===== config.mk =====
export PLATFORM = sky130hd
export DESIGN_NAME = gpio_pad_ctrl
export DESIGN_NICKNAME = d
export VERILOG_FILES = /design/src/rtl/gpio_pad_ctrl.sv
export SDC_FILE = /design/constraint.sdc
export NUM_CORES = 1
export LEC_CHECK = 0
export BUFFER_PORTS_ARGS = -buffer_cell sky130_fd_sc_hd__buf_2
export CORE_MARGIN = 2
export CORE_UTILIZATION = 36
export CTS_CLUSTER_SIZE = 25
export DETAILED_ROUTE_END_ITERATION = 6
export GPL_ROUTABILITY_DRIVEN = 0
export SYNTH_ARGS = -nofsm -noshare
export SYNTH_HDL_FRONTEND = slang
export SYNTH_SLANG_ARGS = --single-unit

===== constraint.sdc =====
create_clock -name clk -period 6.89 [get_ports clk]
set_clock_uncertainty 0.1 [all_clocks]
set_input_delay 0.3445 -clock clk [delete_from_list [all_inputs] [get_ports clk]]
set_output_delay 0.3445 -clock clk [all_outputs]
set_load 0.03 [all_outputs]

===== src/rtl/gpio_pad_ctrl.sv =====
// 16-bit GPIO controller on the PicoRV32 iomem bus: output/enable registers,
// two-flop input synchronizer and per-pin edge interrupt with W1C status.
module gpio_pad_ctrl #(
    parameter logic [31:0] BASE_ADR = 32'h0300_0000,
    parameter int          NPINS    = 16
) (
    input  logic             clk,
    input  logic             resetn,
    input  logic             iomem_valid,
    output logic             iomem_ready,
    input  logic [3:0]       iomem_wstrb,
    input  logic [31:0]      iomem_addr,
    input  logic [31:0]      iomem_wdata,
    output logic [31:0]      iomem_rdata,
    input  logic [NPINS-1:0] gpio_in,
    output logic [NPINS-1:0] gpio_out,
    output logic [NPINS-1:0] gpio_oeb,
    output logic             irq
);

    localparam logic [5:0] OFF_DATA       = 6'h00;
    localparam logic [5:0] OFF_OE         = 6'h01;
    localparam logic [5:0] OFF_IRQ_EN     = 6'h02;
    localparam logic [5:0] OFF_IRQ_EDGE   = 6'h03;
    localparam logic [5:0] OFF_IRQ_STATUS = 6'h04;

    // Bus handshake: iomem_valid is held by the master until iomem_ready is
    // seen; an access is accepted on the edge where it is selected and
    // iomem_ready is low, and iomem_ready/iomem_rdata are valid for exactly
    // the following cycle.
    logic             r_ready;
    logic [31:0]      r_rdata;
    logic [NPINS-1:0] r_out;
    logic [NPINS-1:0] r_oe;
    logic [NPINS-1:0] r_en;
    logic [NPINS-1:0] r_edge;
    logic [NPINS-1:0] r_status;
    logic [NPINS-1:0] r_sync1;
    logic [NPINS-1:0] r_sync2;
    logic [NPINS-1:0] r_prev;

    logic             w_sel;
    logic             w_accept;
    logic             w_we;
    logic [5:0]       w_off;
    logic [NPINS-1:0] w_wmask;
    logic [NPINS-1:0] w_wval;
    logic [NPINS-1:0] w_rise;
    logic [NPINS-1:0] w_fall;
    logic [NPINS-1:0] w_hit;
    logic [NPINS-1:0] w_w1c;
    logic [31:0]      w_rmux;
    logic             w_unused;

    assign w_sel    = iomem_valid && (iomem_addr[31:8] == BASE_ADR[31:8]);
    assign w_accept = w_sel && !r_ready;
    assign w_we     = w_accept && (iomem_wstrb[1:0] != 2'b00);
    assign w_off    = iomem_addr[7:2];
    assign w_wmask  = {{8{iomem_wstrb[1]}}, {8{iomem_wstrb[0]}}};
    assign w_wval   = iomem_wdata[NPINS-1:0] & w_wmask;
    assign w_unused = ^{iomem_addr[1:0], iomem_wstrb[3:2], iomem_wdata[31:16]};

    assign w_rise = r_sync2 & ~r_prev;
    assign w_fall = ~r_sync2 & r_prev;
    assign w_hit  = r_en & ((r_edge & w_fall) | (~r_edge & w_rise));
    assign w_w1c  = (w_we && (w_off == OFF_IRQ_STATUS)) ? w_wval : '0;

    always_comb begin
        w_rmux = 32'b0;
        case (w_off)
            OFF_DATA:       w_rmux = {{(32-NPINS){1'b0}}, r_sync2};
            OFF_OE:         w_rmux = {{(32-NPINS){1'b0}}, r_oe};
            OFF_IRQ_EN:     w_rmux = {{(32-NPINS){1'b0}}, r_en};
            OFF_IRQ_EDGE:   w_rmux = {{(32-NPINS){1'b0}}, r_edge};
            OFF_IRQ_STATUS: w_rmux = {{(32-NPINS){1'b0}}, r_status};
            default:        w_rmux = 32'b0;
        endcase
    end

    always_ff @(posedge clk or negedge resetn) begin
        if (!resetn) begin
            r_ready <= 1'b0;
            r_rdata <= 32'b0;
        end else begin
            r_ready <= w_accept;
            r_rdata <= w_accept ? w_rmux : 32'b0;
        end
    end

    // Partial byte-lane writes keep the unselected lane's old contents.
    always_ff @(posedge clk or negedge resetn) begin
        if (!resetn) begin
            r_out  <= '0;
            r_oe   <= '0;
            r_en   <= '0;
            r_edge <= '0;
        end else if (w_we) begin
            case (w_off)
                OFF_DATA:     r_out  <= (r_out  & ~w_wmask) | w_wval;
                OFF_OE:       r_oe   <= (r_oe   & ~w_wmask) | w_wval;
                OFF_IRQ_EN:   r_en   <= (r_en   & ~w_wmask) | w_wval;
                OFF_IRQ_EDGE: r_edge <= (r_edge & ~w_wmask) | w_wval;
                default:      ;
            endcase
        end
    end

    always_ff @(posedge clk or negedge resetn) begin
        if (!resetn) begin
            r_sync1  <= '0;
            r_sync2  <= '0;
            r_prev   <= '0;
            r_status <= '0;
        end else begin
            r_sync1  <= gpio_in;
            r_sync2  <= r_sync1;
            r_prev   <= r_sync2;
            // A new hit wins over a clear of the same bit in the same cycle.
            r_status <= (r_status & ~w_w1c) | w_hit;
        end
    end

    assign iomem_ready = r_ready;
    assign iomem_rdata = r_rdata;
    assign gpio_out    = r_out;
    assign gpio_oeb    = ~r_oe;
    assign irq         = |r_status;

endmodule


==> results.md <==
* Status: finished, final reports clean
* Clk root buf: clkbuf_16
* DRC viols at 0
* Worst hold slack at around 0.12 ns
* Highest-count cells in the layout ignoring fill and taps: dfrtp_1 (145), buf_2 (115), nand2_1 (64)
* Worst-path maximum fanout at 24
* Routed vias/inst at roughly 5.2
* Setup violations, final at 0
* Yosys warning count at 0
* Starting density of the core at approximately 37%
* Syn Inst Count at roughly 490
* Pwr/cell area at 255 mW/mm^2
* CP Data Arrival Time at around 3.3 ns
* Final period util at 44.5%
* First-pass GRT wire length at about 24000 um
* Critical Path Start Type: primary input
* Die X at about 130 um
* DP Area at just under 0.007 mm^2
* Pre-CTS worst setup slack at 3.43 ns
* Setup TNS at 0 ns
* Largest cells by area after synthesis: dfrtp_1 (60%), mux2_2 (12%), nand2_1 (4.0%), a222oi_1 (2.6%), mux2i_1 (2.6%)
* Row cnt at 47
* Drt pass-1 iters at 7
* Leakage at 3.56 nW
* Met1 Use GR at between 20 and 25%
* Vias at ~4500
* Fillcell total at about 1500
* Final ANT Viol Nets at 0
* RSZ-0062 raised after global routing: false
* Dominant cell type by area after synthesis: dfrtp_1
* Synth top area share at 59.7%
* TritonCTS buffer count at 17
* Final Hold Vio Count at 0
* Syn Std Cell Area at between 0.006 and 0.007 mm^2
* Detailed placer's ending HPWL at 9950 um
* Clock Latency Late Sink at 0.42 ns
* Maximum clock insertion buffer count at 2
* Post-Syn Area per Cell at between 10 and 15 um^2
* Setup ws final at roughly 3.8 ns
* R2R cell count at 5
* DRT Wirelength at roughly 16000 um
* Actual slew at the worst max-slew pin at roughly 1.2 ns
* Final core occ at between 40% and 50%
* Initial antenna violation count at 0
* M2 GR Usage at about 29%
* Final #Nets at a little over 700
* Register area share after synthesis at roughly 60%
* Global Route Usage Sum at between 15 and 20%
* Slew Limit Fails at 0
* Vias in the first global route at 4528
* Hold crit path type: in2reg
* Hold Crit Start: iomem_wdata[0]
* Buffers on Ports at 116
* IO Pins at ~150
* Largest net degree at the start of global routing at 86
* F_max at about 330 MHz
* Final min period at 3.07 ns
* Reg area at between 0.003 and 0.004 mm^2
* Die ar. at around 0.018 mm^2
* Critical path origin: iomem_addr[2]
* Distinct cells, synth at 32
* Total clock sinks at between 100 and 150
* Share of cells above drive strength 1 at between 30% and 40%
* CTS tree: done
* Clock slew seen by the registers of the worst setup and hold paths at 0.06 ns
* Setup CP Type: in2reg
* Worst EP required at 7.09 ns
* Die Height at about 130 um
* Layout area overhead at 26.1%
* Worst IR Drop VDD at 151 uV
* Diodes inserted at 0
* Post-layout instance area at between 0.007 and 0.008 mm^2
* Worst reg2reg startpoint: iomem_ready$_DFF_PN0_
* Post-CTS Resized at 0
* Hold-critical path depth at 2
* Multi-input gate area at about 0.0022 mm^2
* DR WL/cell at approximately 18 um
* Max_cap viols at 0
* Crit end category: flop
* Most common cell after layout, fill and taps aside: dfrtp_1
* Most Crowded Layer GR: met2
* Grt met3 use at between 4 and 5%
* Synth Register Bits at roughly 150
* Grt ovf at 0
* Worst slew margin at between 10% and 20%
* Starting DRC count in detailed routing at 315
* Flop2flop setup slack at around 4.2 ns
* Core area at 0.0165 mm^2
* H-tree Lvls at 4
-- worst max-delay path, stage by stage --
cell	delay (ns)
buf_2	0.29
or4_1	1.02
or3_4	0.53
nor4_4	0.66
mux2_2	0.41
-- synth_stat cells --
library cell  number
nand2_1           64
nand3_1            4
nor2_1            34
a211o_1            1
a22oi_1            1
nor3_1             1
clkbuf_1          16
and3_1             1
a22o_1             9
or4_1             11
conb_1             1
mux2_2            63
nand4_2            1
or3_4              2
o22ai_1           16
nand4_1            1
buf_1              2
o41ai_1            7
buf_2              3
nor4_4             4
mux2i_1           16
nor4bb_1           1
a222oi_1          16
nor4b_1            1
nor4_1            10
dfrtp_1          145
mux2_1             1
buf_4             16
nor4_2             4
inv_1             19
nor3b_1            7
o21ai_0           16
-- logic make-up (layout without fill, tap and decap cells) --
kind of cell	count (synthesis)	in the layout	synth area share, %
compound gates	66	66	8.18
mux	80	80	14.5
flops	145	145	59.7
other cells	1	16	0.0617
simple gates	146	146	13.0
buf+inv	56	191	4.51
-- worst max path at each step --
| stage | end | slack, ns | depth (start not counted) |
|---|---|---|---|
| after floorplan | flop | 4.49 | 5 |
| after global placement | flop | 3.48 | 5 |
| after detailed placement | flop | 3.43 | 5 |
| after CTS | flop | 3.88 | 5 |
| after global routing | flop | 3.82 | 5 |
| final | flop | 3.82 | 5 |
-- through the flow --
step / total power, mW / instances
2_1_floorplan: 0.931 / 509
3_3_place_gp: 0.973 / 815
3_5_place_dp: 0.976 / 815
4_1_cts: 1.97 / 864
5_1_grt: 2.02 / 864
6_report: 1.95 / 864
-- layer usage --
layer,wire length [um],vias up
met5,0,-
met4,244,0
met3,1010,25
met2,7640,198
met1,6780,2253
li1,-,2032
-- power by group --
part	leakage, nW	switching (mW)	internal (mW)
clock network	0.312	0.340	0.641
logic	1.37	0.0623	0.0310
registers	1.88	0.00899	0.866
total	3.56	0.412	1.54
-- area by class of cell --
type / instances / share of cell area, %
clock buffer: 22 / 6.32
timing repair buffer: 140 / 10.6
clock inverter: 10 / 2.03
inverter: 19 / 0.931
sequential: 145 / 47.4
tap: 220 / 3.59
multi-input combinational: 308 / 29.2
-- timing repair --
| item | CTS | global route |
|---|---|---|
| buffers inserted | 0 | 0 |
| endpoints found under the setup margin | 0 | 0 |
| hold buffers | 17 | 0 |
| endpoints found under the hold margin | 100 | 0 |
(Power assumes the default switching activity.)
